<file path="src/rtl/uart_pkg.sv">
// Shared UART types and constants for the transmitter and the matching receiver.
package uart_pkg;

  localparam int DATA_BITS      = 8;
  localparam int FRAME_BITS_8N1 = 10;
  localparam int FRAME_BITS_8E1 = 11;
  localparam int BAUD_W         = 24;

  localparam logic [BAUD_W-1:0] DEFAULT_CLOCKS_PER_BAUD = 24'd868;

  typedef enum logic [2:0] {
    IDLE,
    START,
    DATA,
    PARITY,
    STOP
  } tx_state_t;

endpackage

</file>
<file path="src/rtl/uart_baud_counter.sv">
// Loadable down-counter that parks at zero; load takes priority over counting.
module uart_baud_counter
  import uart_pkg::*;
(
  input  logic              i_clk,
  input  logic              i_reset,
  input  logic              load,
  input  logic [BAUD_W-1:0] load_value,
  output logic [BAUD_W-1:0] count,
  output logic              zero
);

  logic [BAUD_W-1:0] count_reg;

  always_ff @(posedge i_clk) begin
    if (i_reset) begin
      count_reg <= '0;
    end else if (load) begin
      count_reg <= load_value;
    end else if (count_reg != '0) begin
      count_reg <= count_reg - 1'b1;
    end
  end

  assign count = count_reg;
  assign zero  = (count_reg == '0);

endmodule

</file>
<file path="src/rtl/uart_txser.sv">
// Byte-serial UART transmitter, 8N1 by default; define UART_TX_PARITY_EN
// to insert a parity bit (sense set by PARITY_ODD) before the stop bit.
module uart_txser
  import uart_pkg::*;
#(
  parameter logic [BAUD_W-1:0] CLOCKS_PER_BAUD = DEFAULT_CLOCKS_PER_BAUD,
  parameter logic              PARITY_ODD      = 1'b0
) (
  input  logic       i_clk,
  input  logic       i_reset,
  input  logic       i_wr,
  input  logic [7:0] i_data,
  output logic       o_uart_tx,
  output logic       o_busy
);

  tx_state_t         state_reg;
  logic [7:0]        shift_reg;
  logic [2:0]        bit_idx_reg;
  logic              tx_reg;
  logic              busy_reg;
  logic              accept;
  logic              baud_load;
  logic              baud_zero;
  logic [BAUD_W-1:0] baud_count;

`ifdef UART_TX_PARITY_EN
  logic parity_reg;
`else
  logic unused_parity_sense;
  assign unused_parity_sense = PARITY_ODD;
`endif

  // busy is only low in IDLE or in the last stop-bit cycle, so a write there
  // chains straight into the next start bit.
  assign accept    = i_wr && !busy_reg;
  assign baud_load = accept ||
                     (baud_zero && (state_reg == START || state_reg == DATA ||
                                    state_reg == PARITY));

  uart_baud_counter u_baud (
    .i_clk      (i_clk),
    .i_reset    (i_reset),
    .load       (baud_load),
    .load_value (CLOCKS_PER_BAUD - 1'b1),
    .count      (baud_count),
    .zero       (baud_zero)
  );

  always_ff @(posedge i_clk) begin
    if (i_reset) begin
      state_reg   <= IDLE;
      shift_reg   <= '1;
      bit_idx_reg <= '0;
      tx_reg      <= 1'b1;
      busy_reg    <= 1'b0;
`ifdef UART_TX_PARITY_EN
      parity_reg  <= 1'b0;
`endif
    end else if (accept) begin
      state_reg   <= START;
      shift_reg   <= i_data;
      tx_reg      <= 1'b0;
      busy_reg    <= 1'b1;
`ifdef UART_TX_PARITY_EN
      parity_reg  <= (^i_data) ^ PARITY_ODD;
`endif
    end else begin
      case (state_reg)
        START: begin
          if (baud_zero) begin
            state_reg   <= DATA;
            tx_reg      <= shift_reg[0];
            shift_reg   <= {1'b1, shift_reg[7:1]};
            bit_idx_reg <= '0;
          end
        end
        DATA: begin
          if (baud_zero) begin
            if (bit_idx_reg == 3'(DATA_BITS - 1)) begin
`ifdef UART_TX_PARITY_EN
              state_reg <= PARITY;
              tx_reg    <= parity_reg;
`else
              state_reg <= STOP;
              tx_reg    <= 1'b1;
`endif
            end else begin
              tx_reg      <= shift_reg[0];
              shift_reg   <= {1'b1, shift_reg[7:1]};
              bit_idx_reg <= bit_idx_reg + 1'b1;
            end
          end
        end
        PARITY: begin
          if (baud_zero) begin
            state_reg <= STOP;
            tx_reg    <= 1'b1;
          end
        end
        STOP: begin
          // Release busy one cycle early so the final stop cycle can accept.
          if (baud_count == BAUD_W'(1)) begin
            busy_reg <= 1'b0;
          end
          if (baud_zero) begin
            state_reg <= IDLE;
            busy_reg  <= 1'b0;
          end
        end
        default: begin
          state_reg <= IDLE;
        end
      endcase
    end
  end

  assign o_uart_tx = tx_reg;
  assign o_busy    = busy_reg;

endmodule

</file>
<file path="config.mk">
export PLATFORM = sky130hd
export DESIGN_NAME = uart_txser
export DESIGN_NICKNAME = d
export VERILOG_FILES = /design/src/rtl/uart_pkg.sv /design/src/rtl/uart_baud_counter.sv /design/src/rtl/uart_txser.sv
export SDC_FILE = /design/constraint.sdc
export NUM_CORES = 1
export LEC_CHECK = 0
export CAP_MARGIN = 20
export CORE_MARGIN = 4
export CORE_UTILIZATION = 55
export CTS_CLUSTER_DIAMETER = 200
export DETAILED_ROUTE_END_ITERATION = 8
export GPL_ROUTABILITY_DRIVEN = 0
export PLACE_DENSITY = 0.75
export SLEW_MARGIN = 25
export SYNTH_ARGS = -nofsm -noshare
export SYNTH_HDL_FRONTEND = slang
export SYNTH_SLANG_ARGS = --single-unit
</file>
<file path="constraint.sdc">
create_clock -name i_clk -period 4.9 [get_ports i_clk]
set_input_delay 0.98 -clock i_clk [delete_from_list [all_inputs] [get_ports i_clk]]
set_output_delay 0.98 -clock i_clk [all_outputs]
set_load 0.02 [all_outputs]
</file>
Word-level counts from Yosys, hierarchy flattened
Index checks and enable logic that the tools add are counted.
{"block": "totals", "ff_bits": 40, "wordCells": 78, "output_inout_bits": 2, "inputBits": 11}
{"block": "op_classes", "reduce_logical": 22, "eq_ne": 18, "bitwise": 1, "n_mux": 27, "n_addsub": 2}
{"op": "two-way mux 8 bit", "count": 4}
{"op": "equality test 24 x 1 -> 1 bit (second input constant)", "count": 1}
{"op": "logical NOT 24 bit", "count": 1}
{"op": "nonzero test 24 bit", "count": 1}
{"op": "subtractor 24 x 1 -> 24 bit (second input constant)", "count": 1}
{"op": "two-way mux 3 bit", "count": 7}
{"op": "two-way mux 10 bit", "count": 2}
{"op": "one-hot mux 8 bit (2 select lines)", "count": 1}
{"op": "inequality test 3 bit (second input constant)", "count": 5}
{"op": "AND reduction 5 bit", "count": 3}
{"op": "one-hot mux 3 bit (4 select lines)", "count": 1}
{"op": "two-way mux 1 bit", "count": 10}
{"op": "inequality test 2 bit (second input constant)", "count": 5}
{"op": "AND reduction 4 bit", "count": 2}
{"op": "equality test 3 x 2 -> 1 bit (second input constant)", "count": 2}
{"op": "equality test 3 bit (second input constant)", "count": 2}
{"op": "one-hot mux 3 bit (2 select lines)", "count": 1}
{"op": "nonzero test 2 bit", "count": 3}
{"op": "nonzero test 3 bit", "count": 2}
{"op": "nonzero test 4 bit", "count": 1}
{"op": "OR reduction 2 bit", "count": 2}
{"op": "adder 3 x 1 -> 3 bit (second input constant)", "count": 1}
{"op": "equality test 3 x 1 -> 1 bit (second input constant)", "count": 1}
{"op": "logical OR 1 bit", "count": 3}
{"op": "other kinds (7)", "count": 8}

Longest topological paths before layout
Gate-level depths: netlist of run 1.
{"block": "depth", "word_depth": 6, "depth_mapped": 8, "mapped_depth_nobuf": 7}

Modules after synthesis
From an unflattened synthesis of run 1, not the netlist that was laid out.
{"block": "unflattened", "hier_cells": 256, "area_unflattened_um2": 2145.8}
{"mod": "uart_baud_counter", "area_each_um2": 1310.0, "seq_area_each_um2": 480.5, "cells_each": 161, "instances": 1}
{"mod": "uart_txser", "area_each_um2": 835.8, "seq_area_each_um2": 320.3, "cells_each": 95, "instances": 1}

Worst setup path before layout of run 1
No wires, ideal clock.
{"block": "synth_path", "kind": "flip-flop to flip-flop", "from": "register u_baud.count_reg[11], in the netlist u_baud.count[11]", "to": "register tx_reg, in the netlist o_uart_tx", "arrival_time_ns": 2.640, "stages_incl_launch_ff": 8, "setup_ns": 0.115, "t_required_ns": 4.785, "period_less_slack_ns": 2.755, "path_buffers": 2, "slack_ns": 2.145, "path_cell_list": "dfxtp_1 > or4_4 > or4_1 > buf_2 > or4b_1 > clkbuf_2 > or3_1 > a31o_1"}
{"block": "synth_via", "elab_chain_cells": 3, "word_cells_on_any_way": 5, "cone_classes": "3 x eq/ne; 2 x reduce/logical"}
{"item": "start: declaration", "line": "uart_baud_counter.sv:13", "rtl": "logic [BAUD_W-1:0] count_reg;"}
{"item": "start signal: assignment", "line": "uart_baud_counter.sv:19", "rtl": "count_reg <= load_value;"}
{"item": "start signal: assignment", "line": "uart_baud_counter.sv:21", "rtl": "count_reg <= count_reg - 1'b1;"}
{"item": "logical NOT 24 bit (*)", "line": "uart_baud_counter.sv:26", "rtl": "assign zero = (count_reg == '0);"}
{"item": "inequality test 3 bit (no source line)"}
{"item": "AND reduction 4 bit (no source line) (*)"}
{"item": "end signal: assignment", "line": "uart_txser.sv:73", "rtl": "tx_reg <= shift_reg[0];"}
{"item": "end signal: assignment", "line": "uart_txser.sv:89", "rtl": "tx_reg <= shift_reg[0];"}
{"item": "end: declaration", "line": "uart_txser.sv:20", "rtl": "logic tx_reg;"}
Mark *: on every way between the ends. The rest lies on a longest branch, timed or not.
A chain may end at the register's enable or synchronous reset.

Worst setup path after layout of run 1
{"block": "layout_path", "from": "register u_baud.count_reg[11], in the netlist u_baud.count[11]", "to": "register bit_idx_reg[1]"}
{"block": "layout_via", "elab_chain_cells": 3, "word_cells_on_any_way": 4, "cone_classes": "2 x eq/ne; 2 x reduce/logical"}
{"item": "logical NOT 24 bit (*)", "line": "uart_baud_counter.sv:26"}
{"item": "inequality test 2 bit (no source line)"}
{"item": "AND reduction 5 bit (no source line) (*)"}
{"item": "end signal: assignment", "line": "uart_txser.sv:91", "rtl": "bit_idx_reg <= bit_idx_reg + 1'b1;"}
{"item": "end: declaration", "line": "uart_txser.sv:19", "rtl": "logic [2:0] bit_idx_reg;"}
Marks and branches as above.

==> impl_summary.md, run 1 <==
Global route
The largest net degree at the start of global routing is 32. Global routing consumed, over all layers together, 17.7% of the routing resources. The remaining global-route overflow is 0. The initial antenna violation count came to 0.

The number of global-route vias before repair is 1,515. The first global-routing pass estimated 7010 microns of wire.

Clocking
The count of buffers added by post-CTS timing repair for setup is 0. The clock edge transition at the registers on the reported setup and hold paths is 0.08 ns. Counting the buffers created by CTS gives 5. CTS saw 40 sinks.

The buffer cell driving the clock tree root is clkbuf_8. For the worst-skew pair, the clock arrives at the later sink with an insertion delay of 0.30 ns. In this run the deepest clock path goes through 2 buffers. The H-tree was split into 2 levels. The number of gates resized after CTS was 0. After clock tree synthesis, the flow added hold-fix buffers numbering 0. TritonCTS built the clock tree.

Critical path
The startpoint class of the critical path is a flop. On the worst path, the slowest cell contributes a delay of 0.76 ns. For the worst flop-to-flop path, the logic depth is 6. The signal arrival time at the worst endpoint is 3.28 ns. STA classifies the critical path endpoint as a flop.

In this run the register-to-register setup slack is 1.80 ns. The slowest stage cell on the critical path is nor3_2. The critical path goes through or4_4, or4_1, nor3_2, buf_4, nand3_1, mux2i_1. The setup path with the least slack is of type reg2reg. The largest fanout on the critical path is 16. The reg-to-reg startpoint is u_baud.count[11]$_SDFFE_PP0P_.

The worst register-to-register path ends at bit_idx_reg[1]$_SDFFE_PP0P_. At the worst endpoint, the required time is 5.08 ns.

Logic synthesis
Sequential elements use 38.7% of the synthesized area. A synthesized cell averages 8.74 sq um. The fraction of synthesized cell area in xor and xnor cells is 0.846%. Of the post-synthesis cell area, the part taken by muxes is 3.93%. For this run, the leading register cell type out of synthesis is dfxtp_1.

The fraction of the mapped netlist area in simple logic gates is 32.2%. Counting every instance in the synthesized netlist gives 237. The compound-gate portion of the synthesized area is 17.3%. The Yosys warning count is 0. Yosys mapped a number of flops with a built-in enable equal to 0. The synthesized area is 2070 sq um.

The synthesized-area fraction occupied by adder cells is 3.02%. The number of nets in the synthesized netlist is 253. The number of different library cells used by synthesis comes to 44. After synthesis, the share of flip-flops with an asynchronous set or reset is 0%. After synthesis, the largest family of logic cells by area is simple AND/OR/NAND/NOR gates. Counting flops and latches in the post-synthesis netlist gives 40.

Pwr
The analysis attributes to cell leakage a power of 0.813 nW. The total power is 0.974 mW. Power spread over the standard cell area amounts to 418 nW/um^2. IR analysis of the VDD net gives a maximum drop of 209 uV.

Cells and area
The flip-flop count of the largest register, all copies and words added is 24. The top cell types in the final layout, fill and taps aside, are dfxtp_1, a21oi_1, nor3_1. The most common cell after layout, fill and taps aside is dfxtp_1. For this run, the post-layout net count is 259.

The fraction of final layout cells sized beyond drive strength 1 is 12.3%. Compared with the post-synthesis result, the final layout area differs by 12.4%. The antenna diode count is 0.

Die
13 I/O pins were placed. The floorplan step defined a core boundary enclosing 3660 sq um. The vertical extent of the die is 69.4 microns. The starting density of the core is 56.6%.

The floorplan step defined a die boundary enclosing 4810 sq um. The chip width is 69.4 microns. The initialized floorplan defines 22 standard-cell rows.

Placed design
Input and output buffers added on the ports amount to 12. The HPWL after detailed placement is 2770 microns.

Run status
The flow ran to the end, and the final reports show no timing, DRC or antenna violations.

Route
The count of unresolved DRC violations after routing is 0. In the final routed layout, each cell accounts on average for 14.3 microns. After detailed routing, the total wire length is 4160 microns.

Dividing the detail-routed via count by the number of cells gives 6.10. The first routing iteration left 117 violations. The pre-antenna-repair detailed-routing pass consisted of 4 iterations. The remaining number of nets flagged by the antenna check after routing is 0. The total vias in the final route is 1,780.

Worst hold path
The start point of the worst min-delay path is u_baud.count[10]$_SDFFE_PP0P_. The end point of the worst hold path is u_baud.count[10]$_SDFFE_PP0P_. The hold path depth is 2. The worst min-delay path category is reg2reg.

STA
The clock arrives with 0.0123 ns of skew. The post-route fraction of the period consumed by the critical path is 63.3%. The minimum clock period after layout is 3.10 ns. Summed over all failing endpoints, the final setup total negative slack is 0 ns. The final hold violation count is 0.

The actual slew at the worst max-slew pin is 0.884 ns. In this run the tightest slew margin relative to its limit is 40.7%. Setup repair after global routing left no endpoint under its margin. The upper clock frequency limit is 322 MHz.

The number of slew-limit violations in the final report is 0. The final count of negative-setup-slack endpoints is 0.

Run
Across the run, the number of max-cap violations was 0.
==> how the worst max path moves through the flow <==
stage	startpoint	to
6_report	u_baud.count[11]$_SDFFE_PP0P_	bit_idx_reg[1]$_SDFFE_PP0P_
5_1_grt	u_baud.count[11]$_SDFFE_PP0P_	bit_idx_reg[0]$_SDFFE_PP0P_
4_1_cts	u_baud.count[11]$_SDFFE_PP0P_	bit_idx_reg[1]$_SDFFE_PP0P_
3_5_place_dp	u_baud.count[11]$_SDFFE_PP0P_	bit_idx_reg[1]$_SDFFE_PP0P_
3_3_place_gp	u_baud.count[11]$_SDFFE_PP0P_	bit_idx_reg[2]$_SDFFE_PP0P_
2_1_floorplan	u_baud.count[11]$_SDFFE_PP0P_	o_uart_tx$_SDFFE_PP1P_
==> power breakdown <==
part	switching [mW]	internal, mW	leakage, nW	total [mW]
sequential	0.0340	0.359	0.328	0.393
clock	0.119	0.180	0.0645	0.299
combinational	0.164	0.118	0.421	0.282
==> metrics by stage <==
stage	cell area [sq um]	util (%)	hold slack, ns	setup WS [ns]	std cells
CTS	2330	63.6	0.482	1.82	292
detailed placement	2200	60.2	0.465	1.82	284
global route	2330	63.6	0.504	1.66	292
floorplan	2070	-	0.446	2.14	237
global placement	2200	60.2	0.461	1.85	284
finish	2330	63.6	0.481	1.80	292
==> cell families after synthesis <==
group / after synthesis
simple gates: 108
compound gates: 56
flops: 40
buf+inv: 18
mux: 8
fa+ha+maj: 5
xor+xnor: 2
==> cells in the mapped netlist (2+ instances only) <==
library cell   n  share of area (%)
nor2_1        14                2.5
nand2b_1       7                2.1
or4_4          2                1.1
a21oi_1       20                4.8
nand3_1        5                1.2
buf_2          6                1.5
nand3b_1       3                1.1
or3_1          9                2.7
nor3_1        16                3.9
a211oi_1       5                1.8
clkbuf_1       8                1.5
nor4_1         6                1.8
o31ai_1       11                4.0
o31a_1         2               0.85
o21ai_0        7                1.7
or4_2          3                1.3
or4_1         11                4.0
nand2_1        9                1.6
ha_1           5                3.0
mux2i_1        7                3.4
or4b_2         4                1.9
inv_1          2               0.36
o41ai_1        3                1.3
nor2b_1        5                1.5
a31oi_1        4                1.2
nor4b_1        2               0.85
nand4b_1       2               0.85
dfxtp_1       40                 39
or2_2          4                1.2
==> critical path, delay by kind of cell, from the launching register on <==
kind          cells  cell delay (ns)
mux               1             0.19
buf+inv           1             0.30
flops             1             0.36
simple gates      4             2.13
==> layout make-up <==
class / count / area, sq um
inverters: 2 / 7.51
flip-flops and latches: 40 / 801
clock inverters: 1 / 30.0
clock buffers: 7 / 96.3
multi-input cells: 179 / 1190
repair buffers: 15 / 143
well taps: 48 / 60.1
fillers: 328 / 1330
==> layer usage <==
layer / vias up / global-route usage [%] / share of wire (%)
met2: 32 / 25.2 / 43
li1: 921 / - / -
met4: 0 / 5.86 / 1.6
met3: 7 / 4.78 / 4.5
met1: 820 / 25.5 / 50
met5: - / 0 / 0
Note: power is estimated with default switching activity, not from simulation.
==> inputs of run 2 (changes only) <==
==> constraint.sdc (replaced) <==
create_clock -name i_clk -period 2.86 [get_ports i_clk]
set_input_delay 0.572 -clock i_clk [delete_from_list [all_inputs] [get_ports i_clk]]
set_output_delay 0.572 -clock i_clk [all_outputs]
set_load 0.02 [all_outputs]
==> run 2 against run 1 <==
  * Clock power is 51% higher
  * Critical path depth is 1 lower
  * Count of clock-buffer cells in the layout is 1 lower
  * Hold slack worse by 0.0038 ns
  * Non-clock buffer count is 10 higher
  * Register-to-register slack worse by 1.6 ns
  * Combinational power is 92% higher
  * Cell count is 3.4% higher
  * Core utilization is 1.6 points higher
  * Sequential power is 70% higher
  * Largest cell class unchanged
==> impl_summary.md, run 2 (synthesis results as in run 1) <==
Run status
The flow ran to the end, and the final reports show no timing, DRC or antenna violations.

Route
The wire length per cell came to 14.3 microns (+0.17%). The number of search-and-repair iterations in the first detailed-routing pass is 4 (unchanged). The initial detailed-routing violation count is 144 (+23%). The final wirelength is 4310 microns (+3.6%). The count of unresolved DRC violations after routing is 0 (unchanged).

The total vias in the final route came to 1,810 (+1.7%). The detailed-route vias per instance is 5.99 (-1.7%). The remaining number of nets flagged by the antenna check after routing is 0 (unchanged).

Cells and area
From synthesis to final layout, the design area changed by 15.3%. The number of nets in the finished design is 269 (+3.9%). The flip-flop count of the largest register, all copies and words added came to 24 (unchanged). The fraction of final layout cells sized beyond drive strength 1 is 15.4% (+3.1 points). The top cell types in the final layout, fill and taps aside, are dfxtp_1, a21oi_1, nor3_1. The area occupied by multi-input gates is 1190 sq um (+0.32%). Leaving out fill and tap cells, the most frequent cell in the layout is dfxtp_1. The utilization of the core after routing is 65.2% (+1.6 points). The total of fill cells in the finished design is 317 (-3.4%). The antenna diode count came to 0 (unchanged). The sequential cell area in the final layout is 801 sq um (unchanged).

Pwr
The worst IR drop on VDD is 412 uV (+97%). The total leakage power is 0.853 nW (+4.8%). The total power divided by cell area is 696 nW/um^2 (+67%).

Clocking
The count of buffers added by post-CTS timing repair for setup is 0 (unchanged). The clock edge transition at the registers on the reported setup and hold paths was 0.08 ns (about the same). The number of hold-repair buffers added at the cts stage is 0 (unchanged).

The clock tree from TritonCTS is built. The number of levels the H-tree was split into came to 2 (unchanged). The number of clock sinks is 40 (unchanged). The number of CTS-inserted buffers is 5 (unchanged).

The maximum root-to-sink buffer count came to 2 (unchanged). The clock insertion delay at the later pin of the skew report is 0.29 ns (about the same). The number of instances resized during post-cts repair is 0 (unchanged). The buffer cell driving the clock tree root is clkbuf_8.

STA
The upper clock frequency limit is 369 MHz (+14%). The actual slew at the worst max-slew pin is 0.508 ns (-0.376 ns). The final critical-path setup slack came to 0.151 ns (-1.65 ns).

Setup repair after global routing left no endpoint under its margin. The final setup skew is 0.00781 ns (-0.00445 ns). The minimum clock period after layout came to 2.71 ns (-0.392 ns). The final count of negative-setup-slack endpoints is 0 (unchanged). The post-route fraction of the period consumed by the critical path is 94.7% (+31 points). The final hold violation count came to 0 (unchanged). The worst max-slew margin expressed relative to the limit is 65.8% (+25 points).

The number of slew-limit violations in the final report is 0 (unchanged). The sum of negative setup slack is 0 ns (unchanged). The final worst hold slack is 0.477 ns (-0.00378 ns).

Global route
The largest net degree at the start of global routing came to 18 (-44%). The global-route usage over all layers is 18.4% (+0.75 points). The first-pass GRT wire length came to 7330 microns (+4.5%). The number of global-route vias before repair is 1,587 (+4.8%). The remaining global-route overflow came to 0 (unchanged). The initial antenna violation count is 0 (unchanged).

Die
The I/O pin total came to 13 (unchanged). The starting density of the core is 56.6% (unchanged). The vertical extent of the die is 69.4 microns (unchanged). The floorplan core area is 3660 sq um (unchanged).

The area enclosed by the die boundary is 4810 sq um (unchanged). The total number of placement rows is 22 (unchanged). The chip width is 69.4 microns (unchanged).

Worst hold path
The worst min-delay path category is reg2reg.

Run
The reported max-cap violation count was 0 (unchanged).

Placed design
The placement-stage worst setup slack was 0.144 ns (-1.68 ns). The detailed placement HPWL is 2950 microns (+6.6%). The count of port buffers added during placement is 12 (unchanged).

Critical path
The largest fanout on the critical path is 6 (-10). The type of destination of the critical path is a flop. The signal arrival time at the worst endpoint is 2.90 ns (-0.38 ns).

The startpoint class of the critical path is a flop. The worst path required time was 3.05 ns (-2.03 ns). The kind of critical path is reg2reg.
[run 2: cell types whose count changed in the layout (fill, tap and decap cells not counted)]
cell      before  now
clkbuf_1       0    1
buf_4          3   13
clkbuf_8       7    5
clkinv_2       0    1
or4b_4         0    1
or4b_2         4    3
[run 2: metrics by stage]
stage                     std cells  power, mW  cell area (sq um)
final                           302       1.66               2390
after global placement          294       1.20               2280
after CTS                       302       1.66               2380
after detailed placement        294       1.21               2280
after global routing            302       1.77               2390
after floorplan                 237       1.05               2070
[run 2: layout make-up]
type | count | area share, %
repair buffers | 25 | 9.11
inverters | 2 | 0.314
flip-flops and latches | 40 | 33.5
multi-input cells | 179 | 50.0
well taps | 48 | 2.51
clock buffers | 6 | 3.04
clock inverters | 2 | 1.47
[run 2: critical path: stages, from the launching register on]
cell	delay (ns)
dfxtp_1	0.35
or4_4	0.55
or4_1	0.56
or4b_1	0.57
or3_1	0.36
a31o_1	0.22
[run 2: worst paths after layout]
kind / from / endpoint / slack [ns] / cells after the start
worst max-delay path: u_baud.count[11]$_SDFFE_PP0P_ / o_uart_tx$_SDFFE_PP1P_ / 0.15 / 5
worst min-delay path: u_baud.count[10]$_SDFFE_PP0P_ / u_baud.count[10]$_SDFFE_PP0P_ / 0.48 / 2
worst max register to register: u_baud.count[11]$_SDFFE_PP0P_ / o_uart_tx$_SDFFE_PP1P_ / 0.15 / 5
worst min register to register: u_baud.count[10]$_SDFFE_PP0P_ / u_baud.count[10]$_SDFFE_PP0P_ / 0.48 / 2
[run 2: power breakdown]
group | internal [mW] | switching, mW | total [mW]
registers | 0.616 | 0.0535 | 0.669
clock network | 0.259 | 0.194 | 0.452
logic | 0.240 | 0.302 | 0.542
total | 1.11 | 0.549 | 1.66
[run 2: metal layers]
metal  vias to the layer above  part of all wire [%]  global-route usage, %  wire length [microns]
met3                         7                   3.6                   4.35                    154
met4                         0                   1.6                   6.51                     68
met1                       837                    52                   25.6                   2230
met5                         -                     0                      0                      0
li1                        930                     -                      -                      -
met2                        36                    43                   27.8                   1850
